`src/rtl/pmem_arbiter.sv`:
```
// Physical-memory arbiter: shares one line-wide memory port among NUM_PORTS cache clients.
// The winning request is latched on grant and held on the memory side until pmem_resp,
// then a one-cycle completion pulse is returned to that client only.
module pmem_arbiter #(
   parameter int unsigned NUM_PORTS     = 2,
   parameter int unsigned ADDR_WIDTH    = 32,
   parameter int unsigned LINE_WIDTH    = 256,
   parameter int unsigned PRIORITY_MODE = 0
) (
   input  logic                             clk,
   input  logic                             rst,
   input  logic [NUM_PORTS-1:0]             cli_read,
   input  logic [NUM_PORTS-1:0]             cli_write,
   input  logic [NUM_PORTS*ADDR_WIDTH-1:0]  cli_addr,
   input  logic [NUM_PORTS*LINE_WIDTH-1:0]  cli_wdata,
   output logic [NUM_PORTS-1:0]             cli_resp,
   output logic [LINE_WIDTH-1:0]            cli_rdata,
   output logic                             pmem_read,
   output logic                             pmem_write,
   output logic [ADDR_WIDTH-1:0]            pmem_addr,
   output logic [LINE_WIDTH-1:0]            pmem_wdata,
   input  logic [LINE_WIDTH-1:0]            pmem_rdata,
   input  logic                             pmem_resp,
   output logic                             busy,
   output logic [$clog2(NUM_PORTS)-1:0]     grant_id
);

   localparam int unsigned IdxW = $clog2(NUM_PORTS);

   typedef enum logic [1:0] {StIdle, StBusy, StDone} state_e;

   state_e                 r_state;
   logic [IdxW-1:0]        r_ptr;
   logic [IdxW-1:0]        r_grant_id;
   logic [ADDR_WIDTH-1:0]  r_addr;
   logic [LINE_WIDTH-1:0]  r_wdata;
   logic [LINE_WIDTH-1:0]  r_rdata;
   logic                   r_pmem_read;
   logic                   r_pmem_write;
   logic                   r_busy;
   logic [NUM_PORTS-1:0]   r_cli_resp;

   logic [NUM_PORTS-1:0]   w_req;
   logic                   w_any_req;
   logic                   w_found;
   int unsigned            w_cand;
   logic [IdxW-1:0]        w_winner;
   logic [ADDR_WIDTH-1:0]  w_sel_addr;
   logic [LINE_WIDTH-1:0]  w_sel_wdata;
   logic                   w_sel_write;

   assign w_req     = cli_read | cli_write;
   assign w_any_req = |w_req;

   // Winner search: round-robin scans from the pointer, fixed priority scans from port 0.
   always_comb begin
      w_found  = 1'b0;
      w_winner = '0;
      w_cand   = '0;
      for (int unsigned i = 0; i < NUM_PORTS; i++) begin
         if (PRIORITY_MODE == 0) begin
            w_cand = (32'(r_ptr) + i) % NUM_PORTS;
         end else begin
            w_cand = i;
         end
         if (!w_found && w_req[IdxW'(w_cand)]) begin
            w_found  = 1'b1;
            w_winner = IdxW'(w_cand);
         end
      end
   end

   // Select the winning client's address, write line and operation (write wins over read).
   always_comb begin
      w_sel_addr  = '0;
      w_sel_wdata = '0;
      w_sel_write = 1'b0;
      for (int unsigned i = 0; i < NUM_PORTS; i++) begin
         if (IdxW'(i) == w_winner) begin
            w_sel_addr  = cli_addr[i*ADDR_WIDTH +: ADDR_WIDTH];
            w_sel_wdata = cli_wdata[i*LINE_WIDTH +: LINE_WIDTH];
            w_sel_write = cli_write[i];
         end
      end
   end

   // Arbitration FSM with registered memory-side and client-side outputs.
   always_ff @(posedge clk or negedge rst) begin
      if (!rst) begin
         r_state      <= StIdle;
         r_ptr        <= '0;
         r_grant_id   <= '0;
         r_addr       <= '0;
         r_wdata      <= '0;
         r_rdata      <= '0;
         r_pmem_read  <= 1'b0;
         r_pmem_write <= 1'b0;
         r_busy       <= 1'b0;
         r_cli_resp   <= '0;
      end else begin
         case (r_state)
            StIdle: begin
               if (w_any_req) begin
                  r_addr       <= w_sel_addr;
                  r_wdata      <= w_sel_wdata;
                  r_grant_id   <= w_winner;
                  r_pmem_write <= w_sel_write;
                  r_pmem_read  <= ~w_sel_write;
                  r_busy       <= 1'b1;
                  r_state      <= StBusy;
               end
            end
            StBusy: begin
               if (pmem_resp) begin
                  // Captured for writes too; the client ignores it then.
                  r_rdata      <= pmem_rdata;
                  r_pmem_read  <= 1'b0;
                  r_pmem_write <= 1'b0;
                  r_cli_resp   <= NUM_PORTS'(1) << r_grant_id;
                  if (PRIORITY_MODE == 0) begin
                     r_ptr <= (r_grant_id == IdxW'(NUM_PORTS - 1)) ? '0 : r_grant_id + 1'b1;
                  end
                  r_state      <= StDone;
               end
            end
            StDone: begin
               r_cli_resp <= '0;
               r_busy     <= 1'b0;
               r_state    <= StIdle;
            end
            default: begin
               r_state <= StIdle;
            end
         endcase
      end
   end

   assign cli_resp   = r_cli_resp;
   assign cli_rdata  = r_rdata;
   assign pmem_read  = r_pmem_read;
   assign pmem_write = r_pmem_write;
   assign pmem_addr  = r_addr;
   assign pmem_wdata = r_wdata;
   assign busy       = r_busy;
   assign grant_id   = r_grant_id;

endmodule
```
`config.mk`:
```
export PLATFORM = sky130hd
export DESIGN_NAME = pmem_arbiter
export DESIGN_NICKNAME = d
export VERILOG_FILES = /design/src/rtl/pmem_arbiter.sv
export SDC_FILE = /design/constraint.sdc
export NUM_CORES = 1
export LEC_CHECK = 0
export ABC_CLOCK_PERIOD_IN_PS = 1500
export BUFFER_PORTS_ARGS = -buffer_cell sky130_fd_sc_hd__buf_4
export CAP_MARGIN = 40
export CORE_AREA = 2 2 541 543
export DETAILED_ROUTE_END_ITERATION = 12
export DIE_AREA = 0 0 543 545
export GPL_ROUTABILITY_DRIVEN = 0
export SLEW_MARGIN = 20
export SYNTH_ARGS = -nofsm -noshare
export SYNTH_HDL_FRONTEND = slang
export SYNTH_SLANG_ARGS = --single-unit
```
`constraint.sdc`:
```
create_clock -name clk -period 1.5 [get_ports clk]
set_input_delay 0.15 -clock clk [delete_from_list [all_inputs] [get_ports clk]]
set_output_delay 0.15 -clock clk [all_outputs]
set_load 0.005 [all_outputs]
```
Yosys cells after proc, flatten, opt, wreduce, memory -nomap -nowiden. Index checks and enable logic that the tools add are counted.

Bits in registers: 553. ROM bits: 0. Memories: 0. RAM bits: 0. Input port bits: 839. Output and inout bits: 550. Latch bits: 0.

Shift-type cells: 1. Eq/ne operators: 4. Add/sub/neg operators: 2. $mul: 0. Reductions and logical operators: 13. Divide/modulo/power cells: 0. Order comparisons: 2. Bitwise operators: 2. Muxes and demuxes: 23.

Operators by type and width (count): $mux 256 (1); $mux 32 (1); $mux 1 (13); $reduce_and 2->1 (5); $pmux 2 s2 (2); $mux 2 (3); $pmux 1 s2 (3); $reduce_bool 2->1 (3); $lt 1x2->1 const B (2); $ne 2x2->1 const B (2); $reduce_and 3->1 (1); $add 1x1->1 const B (2); $eq 2x1->1 const B (1); $eq 2x2->1 const B (1); $logic_not 2->1 (1); $or 2x2->2 (1); $reduce_or 2->1 (1); $shl 1x1->2 const A (1); $logic_and 1x1->1 (1); $logic_not 1->1 (1); $not 1->1 (1).

Longest topological paths before layout. Gate-level depths: netlist of the first run.

Depth in word-level cells: 11. Mapped depth: 8. Mapped depth without buffers: 5.

Worst setup path before layout of the first run. Ideal clock, no wire load.

Path type: reg-to-reg. Start point: register r_state[0]. End point: register r_wdata[100], in the netlist pmem_wdata[100]. Setup slack: -0.033 ns. Period minus slack after synthesis: 1.533 ns. Buffers on the path: 4. Required time: 1.423 ns. Arrival time: 1.456 ns. Library setup time: 0.077 ns. Stages on the path, launching flop included: 9. Cells stage by stage: dfrtp_1 clkbuf_1 nor2_2 o31a_1 buf_2 buf_2 buf_2 nor2_1 a21oi_1.

Word-level cells in the longest chain between the ends: 2.

RTL lines: start, declared (RTL line 32) `state_e r_state;`; start signal, assigned (RTL line 90) `r_state <= StIdle;`; start signal, assigned (RTL line 110) `r_state <= StBusy;`; start signal, assigned (RTL line 123) `r_state <= StDone;`; $logic_not 2->1 (RTL line 101) `case (r_state)`; $reduce_and 2->1 (no line); end signal, assigned (RTL line 105) `r_wdata <= w_sel_wdata;`; end, declared (RTL line 36) `logic [LINE_WIDTH-1:0] r_wdata;`.

Every way passes these cells. A chain may end at the register's enable or synchronous reset.

Worst setup path in the final report of the first run.
Start point: input port cli_write[1]. End point: register r_wdata[107], in the netlist pmem_wdata[107].

Word-level cells in the longest chain between the ends: 8. Elaborated cells on any way between the ends: 13.

RTL lines: start, declared (RTL line 13) `input logic [NUM_PORTS-1:0] cli_write,`; $or 2x2->2 * (RTL line 52) `assign w_req = cli_read | cli_write;`; $mux 1 (implied by the code) (2 in a row) (RTL line 66) `if (!w_found && w_req[IdxW'(w_cand)]) begin`; $mux 1 (RTL line 66); $logic_not 1->1 (RTL line 66); $logic_and 1x1->1 (RTL line 66); $mux 1 (RTL line 66); $mux 256 (RTL line 79) `if (IdxW'(i) == w_winner) begin`.

Every way passes the cells marked *; elsewhere a longest branch is shown, timed or not. The select of a mux whose other input is x is not followed.

==> impl_metrics.tcl, run 1 <==
set metrics [dict create \
    synth_most_common_cell "sky130_fd_sc_hd__nand2_1" \
    first_global_vias 30340 \
    pwr_density_cell_nw_per_um2 1880 \
    worst_path_max_delay_cell "sky130_fd_sc_hd__dlygate4sd3_1" \
    synth_nets 3529 \
    fin_crit_sh_pct 119 \
    ir_drop_uv 1110 \
    clk_root_buffer_cell "sky130_fd_sc_hd__clkbuf_16" \
    placement_rows 198 \
    routed_via_density 3.42 \
    nFillCells 31905 \
    status "finished, violations left" \
    globalRoute.totalOverflow 0 \
    insertion_delay_ns 0.78 \
    synth.cells.most_frequent "sky130_fd_sc_hd__nand2_1 (1061), sky130_fd_sc_hd__a21oi_1 (578), sky130_fd_sc_hd__dfrtp_1 (553)" \
    detailed_place_hpwl_mm 176 \
    initial_utilization_pct 7.86 \
    cp_data_required_time_ns 2.18 \
    finalSetupViolCount 417 \
    worst_r2r_path_depth 6 \
    dieHeight_um 545 \
    synth-edff-count 0 \
    placeable_area_um2 290000 \
    synth_area_um2 22800 \
    synth.top_cells.by_area "sky130_fd_sc_hd__dfrtp_1 (61%), sky130_fd_sc_hd__nand2_1 (17%), sky130_fd_sc_hd__a21oi_1 (13%)" \
    hold_start "pmem_rdata[153]" \
    place_ws_ns -0.314 \
    worstPathMaxFanout 35 \
    grt_start_max_net_pins 65 \
    max_slew.worst_pin.slew_ns 0.674 \
    worstHoldEndpoint "cli_rdata[153]" \
    slowest_delay_ns 0.63 \
    drv.max_cap_violation_count 0 \
    cts_tree "yes" \
    grt_antenna_before_repair 210 \
    r2r_end "pmem_wdata[202]" \
    multi_input_comb_area_um2 8480 \
    grt_usage_pct 13.6 \
    slew-limit-headroom_pct 54.9 \
    layout-drive-gt1-share_pct 36.0 \
    achievable_freq_mhz 561 \
    initial_drc_count 2947 \
    violations "negative setup slack" \
    antenna_violating_nets_post_route 0 \
    syn2layout_area_growth_pct 128 \
    unique_masters_post_synth 24 \
    design.final.nets 5908 \
    rsz_0062_raised_after_global_routing "yes" \
    holdCritPathClass "in -> reg" \
    yosys_register_bits 553 \
    synth_flop_cell "sky130_fd_sc_hd__dfrtp_1" \
    synth_seq_area_share_pct 60.7 \
    grt_pass1_wl_mm 271 \
    drv_slew 0 \
    design.die.area_um2 296000 \
    syn_inst 2690 \
    critical_path.top_delay_family "buffers and inverters" \
    cp-start-kind "primary input" \
    static-leakage-power_nw 24.1 \
    timing.final.ws_setup_ns -0.283 \
    min_path_cells 4 \
    clock_path_buffers 4 \
    clk_transition_reported_paths_ns 0.06 \
    crit-reg2reg-launch "r_ptr" \
    synthArstFlopShare_pct 100 \
    dpl.cell_count 8003 \
    routed_wire_length_mm 222 \
    clock_sink_count 553 \
    tritoncts.num_buffers 78 \
    worstSetupEndpointType "register" \
    worst_case_clock_skew_ns 0.0450 \
    timing_worst_setup_path_type "in -> reg" \
    drc 0 \
    instances_no_fill 9113 \
    fin_tns_setup_ns -58.41 \
    wl_per_cell_um 24.4 \
    report.final.hold_viol_count 0 \
    chipWidth_um 543 \
    synthesized_area_per_cell_um2 8.48 \
    final_period_minus_worst_setup_slack_ns 1.78 \
    num_vias 31151 \
    drt-pass1-iter-count 9 \
    number_of_buffers_and_inverters_on_the_critical_path 4 \
    io_pins 1389 \
    final_util_pct 18.0 \
    portBuffers 1388 \
    timing.critical_path.cells "dlygate4sd3_1 -> buf_4 -> or2_1 -> o31ai_4 -> buf_12 -> buf_12 -> a21oi_1 -> a21oi_1" \
    yosys_warnings 0 \
    area_fraction_of_the_dominant_cell_type_after_synthesis_pct 60.7 \
    layout.area.seq_um2 13800 \
    reg2reg_setup_slack_ns -0.25 \
    yosysTopAreaCell "sky130_fd_sc_hd__dfrtp_1" \
    h-tree-depth 3 \
    worst_ep_arrival_ns 2.46 \
]
## layout make-up
cell class	count	area share [%]
antenna	93	0.447
tap	3900	9.37
sequential	553	26.6
timing repair buffer	2483	42.5
clock inverter	25	0.593
inverter	3	0.0360
clock buffer	106	4.24
multi-input combinational	1950	16.3
## through the flow
step | total power [mW] | cell area (µm²) | hold slack [ns]
after floorplan | 41.6 | 22900 | -0.146
after global placement | 71.0 | 39300 | 0.0259
after detailed placement | 71.5 | 39300 | 0.0268
final | 98.0 | 52100 | 0.102
after global routing | 103 | 52000 | 0.0572
after CTS | 94.3 | 50600 | 0.00275
## layout by cell type, fill, tap and decap left out, drive strengths merged
cell and n:
nand2b 1, nand2 1062, o21bai 1, bufinv 5
buf 1622, diode 93, nand3 2, clkbuf 124
dfrtp 553, clkinv 7, a21oi 578, and3 1
a22o 4, a31oi 1, clkinvlp 5, a21o 1
o31ai 1, and2 1, dlygate4sd3 843, inv 11
o21ai 5, or2 1, o31a 1, nor2 290
## worst max path at each step
stage	start	to	depth (start not counted)
global route	r_state[1]	pmem_wdata[108]	7
detailed placement	r_state[0]	pmem_wdata[202]	6
global placement	r_state[1]	pmem_wdata[202]	6
CTS	r_ptr	pmem_wdata[164]	6
finish	cli_write[1]	pmem_wdata[107]	8
floorplan	r_state[0]	pmem_wdata[100]	8
## kinds of logic (layout without fill, tap and decap cells)
logic type | after synthesis | in the layout | synth area share (%)
DFF | 553 | 553 | 60.7
AOI/OAI and AO/OA | 592 | 592 | 13.2
buffers and inverters | 187 | 2617 | 3.71
and+or+nand+nor | 1358 | 1358 | 22.4
other | 0 | 93 | 0
## state kept, by name, indices dropped and copies added (netlist names)
| name | count |
|---|---|
| pmem_wdata | 256 |
| pmem_write | 1 |
| r_ptr | 1 |
| pmem_addr | 32 |
| pmem_read | 1 |
| busy | 1 |
| r_state | 2 |
| cli_resp | 2 |
| grant_id | 1 |
| cli_rdata | 256 |
## routing by layer
layer	share of wire, %	up-vias	track usage [%]
met5	0.53	-	0.244
met4	6.4	178	7.06
met3	15	723	8.13
met2	42	2136	20.3
met1	37	14576	15.0
li1	-	13538	-
## report_power, final
part | total [mW] | switching [mW] | leakage (nW) | internal [mW]
clock | 19.3 | 8.09 | 1.23 | 11.2
sequential | 27.6 | 5.12 | 6.51 | 22.4
combinational | 51.2 | 28.4 | 16.4 | 22.8
total | 98.0 | 41.6 | 24.1 | 56.4
## worst register-to-register path, cell delays in order (launching register included)
cell and delay (ns):
sky130_fd_sc_hd__dfrtp_1 0.39, sky130_fd_sc_hd__o21bai_4 0.18, sky130_fd_sc_hd__and2_4 0.22, sky130_fd_sc_hd__buf_12 0.16
sky130_fd_sc_hd__clkbuf_16 0.21, sky130_fd_sc_hd__a21oi_2 0.32, sky130_fd_sc_hd__a21oi_1 0.11
## what timing repair did
item / CTS / global route
endpoints found under the hold margin: 1104 / 0
gates cloned: 0 / 23
buffers inserted: 3 / 16
gates resized for setup: 71 / 133
pin swaps: 0 / 12
hold buffers: 843 / 0
setup endpoints to repair: 860 / 957
Note: power is estimated with default switching activity, not from simulation.
==> run 2, diff against run 1 <==
--- a/config.mk
+++ b/config.mk
@@ -8,10 +8,13 @@
 export ABC_CLOCK_PERIOD_IN_PS = 1500
 export BUFFER_PORTS_ARGS = -buffer_cell sky130_fd_sc_hd__buf_4
 export CAP_MARGIN = 40
-export CORE_AREA = 2 2 541 543
+export CELL_PAD_IN_SITES_DETAIL_PLACEMENT = 2
+export CELL_PAD_IN_SITES_GLOBAL_PLACEMENT = 2
+export CORE_AREA = 2 2 548 550
 export DETAILED_ROUTE_END_ITERATION = 12
-export DIE_AREA = 0 0 543 545
+export DIE_AREA = 0 0 550 552
 export GPL_ROUTABILITY_DRIVEN = 0
+export PLACE_DENSITY_LB_ADDON = 0.1
 export SLEW_MARGIN = 20
 export SYNTH_ARGS = -nofsm -noshare
 export SYNTH_HDL_FRONTEND = slang
==> run 2 against run 1 <==
  * The flow still finishes with violations (negative setup slack)
  * First-iteration DRC count down 72%
  * Power up 7.2%
  * Critical path depth down 1
  * Via count down 4.5%
  * Die area up 2.6%
  * Core utilization up 0.68 points
  * Clock power up 18%
  * Clock skew up 0.0027 ns
  * Combinational power up 6.8%
  * Cell area up 6.7%
  * Final cell count up 1.9%
  * Maximum frequency up 1.2%
==> impl_metrics.tcl, run 2 (synthesis results as in run 1) <==
set metrics [dict create \
    critical_path.top_delay_family "buffers and inverters" \
    crit-reg2reg-launch "r_ptr" \
    cp-start-kind "register" \
    status "finished, violations left" \
    wl_per_cell_um 23.1 \
    syn2layout_area_growth_pct 144 \
    static-leakage-power_nw 25.6 \
    initial_drc_count 833 \
    first_global_vias 34044 \
    grt_antenna_before_repair 94 \
    worstPathMaxFanout 9 \
    timing.critical_path.cells "o21bai_4 -> and2_4 -> buf_12 -> bufbuf_16 -> a21oi_1 -> buf_4 -> a21oi_1" \
    fin_crit_sh_pct 117 \
    cts_tree "yes" \
    place_area_um2 39800 \
    holdCritPathClass "in -> async" \
    antenna_violating_nets_post_route 0 \
    rsz_0062_raised_after_global_routing "yes" \
    place_ws_ns -0.517 \
    worst-path-stages 7 \
    initial_utilization_pct 7.65 \
    dpl.cell_count 8065 \
    finalSetupViolCount 598 \
    drv.max_cap_violation_count 0 \
    pwr_density_cell_nw_per_um2 1890 \
    layout.cells.most_common "sky130_fd_sc_hd__buf_4" \
    slowest_delay_ns 0.41 \
    finalPower_mw 105 \
    critPathMostFrequentCell "sky130_fd_sc_hd__a21oi_1" \
    placement_rows 201 \
    ir_drop_uv 902 \
    critical_path_capture_point "pmem_wdata[135]" \
    chipWidth_um 550 \
    grt_start_max_net_pins 69 \
    tritoncts.num_buffers 96 \
    layout-drive-gt1-share_pct 40.0 \
    clock_path_buffers 4 \
    insertion_delay_ns 0.80 \
    portBuffers 1388 \
    routed_via_density 3.20 \
    r2r_end "pmem_wdata[135]" \
    reg2reg_setup_slack_ns -0.26 \
    achievable_freq_mhz 568 \
    clk_transition_reported_paths_ns 0.06 \
    clk_root_buffer_cell "sky130_fd_sc_hd__clkbuf_16" \
    h-tree-depth 3 \
    worst_ep_arrival_ns 2.44 \
    timing.final.ws_setup_ns -0.261 \
    violations "negative setup slack" \
    worst_path_max_delay_cell "sky130_fd_sc_hd__dfrtp_1" \
    worst_case_clock_skew_ns 0.0477 \
    cp_data_required_time_ns 2.18 \
    io_pins 1389 \
    routed_wire_length_mm 215 \
    clock_sink_count 553 \
    grt_usage_pct 13.4 \
    report.final.hold_viol_count 0 \
    design.final.nets 6039 \
    number_of_buffers_and_inverters_on_the_critical_path 3 \
    num_vias 29756 \
    slew-limit-headroom_pct 49.8 \
    timing.critical_path.from "r_ptr" \
    drv_slew 0 \
    timing_worst_setup_path_type "reg -> reg" \
    max_slew.worst_pin.slew_ns 0.750 \
    drt-pass1-iter-count 6 \
    instances_no_fill 9287 \
    final_period_minus_worst_setup_slack_ns 1.76 \
    design.die.area_um2 304000 \
    detailed_place_hpwl_mm 162 \
    grt_pass1_wl_mm 286 \
    globalRoute.totalOverflow 0 \
    dieHeight_um 552 \
    worst_r2r_path_depth 7 \
    worstSetupEndpointType "register" \
    final_cell_mix "sky130_fd_sc_hd__buf_4 (1510), sky130_fd_sc_hd__nand2_1 (1001), sky130_fd_sc_hd__dlygate4sd3_1 (900), sky130_fd_sc_hd__dfrtp_1 (549), sky130_fd_sc_hd__a21oi_1 (407)" \
    placeable_area_um2 298000 \
    drc 0 \
    fin_area_um2 55600 \
]
-- run 2: through the flow --
step	utilization (%)	TNS (ns)	hold slack (ns)
floorplan	-	-2.95	-0.146
detailed placement	13.3	-136.77	0.0709
CTS	18.0	-150.52	0.000106
global route	18.6	-162.25	0.0537
finish	18.6	-60.06	0.0823
global placement	13.3	-126.06	0.0679
-- run 2: worst register-to-register path, stage by stage, from the launching register on --
cell and delay, ns:
sky130_fd_sc_hd__dfrtp_1 0.41, sky130_fd_sc_hd__o21bai_4 0.19, sky130_fd_sc_hd__and2_4 0.21, sky130_fd_sc_hd__buf_12 0.17, sky130_fd_sc_hd__bufbuf_16 0.34, sky130_fd_sc_hd__a21oi_1 0.15
sky130_fd_sc_hd__buf_4 0.12, sky130_fd_sc_hd__a21oi_1 0.05
-- run 2: area by class of cell --
cell class	instances	area (µm²)
fill	34420	243000
timing repair buffer	2595	24100
sequential	553	13800
multi-input combinational	1950	9350
tap	3958	4950
clock buffer	147	2900
clock inverter	22	218
antenna	58	145
inverter	3	27.5
timing repair inverter	1	8.76
-- run 2: routing by layer --
layer  vias to the layer above  part of all wire [%]  global-route usage [%]
met1                     14691                    39                    15.0
met2                      1018                    50                    23.7
met5                         -                  0.16                       0
li1                      13761                     -                       -
met3                       230                   8.8                    5.39
met4                        56                   1.9                    2.48
-- run 2: repair_timing --
item                       4_1_cts  5_1_grt
setup buffers                   30       19
setup endpoints to repair     1088     1096
cloned                          22       28
hold endpoints to repair      1103        0
pin swaps                       17       63
resized for setup              182      261
hold buffers                   900        0
-- run 2: where the power goes --
| part | switching (mW) | total [mW] | internal, mW |
|---|---|---|---|
| logic | 28.6 | 54.7 | 26.1 |
| clock network | 9.29 | 22.8 | 13.6 |
| registers | 5.09 | 27.5 | 22.4 |
-- run 2: how the worst min path moves through the flow --
| stage | start | end | slack, ns | cells past startpoint |
|---|---|---|---|---|
| finish | rst | pmem_wdata[161] | 0.08 | 3 |
| global route | pmem_rdata[156] | cli_rdata[156] | 0.05 | 4 |
| CTS | pmem_rdata[4] | cli_rdata[4] | 0.0001 | 4 |
| detailed placement | rst | pmem_wdata[239] | 0.07 | 1 |
| global placement | rst | pmem_wdata[239] | 0.07 | 1 |
| floorplan | rst | busy | -0.15 | 0 |
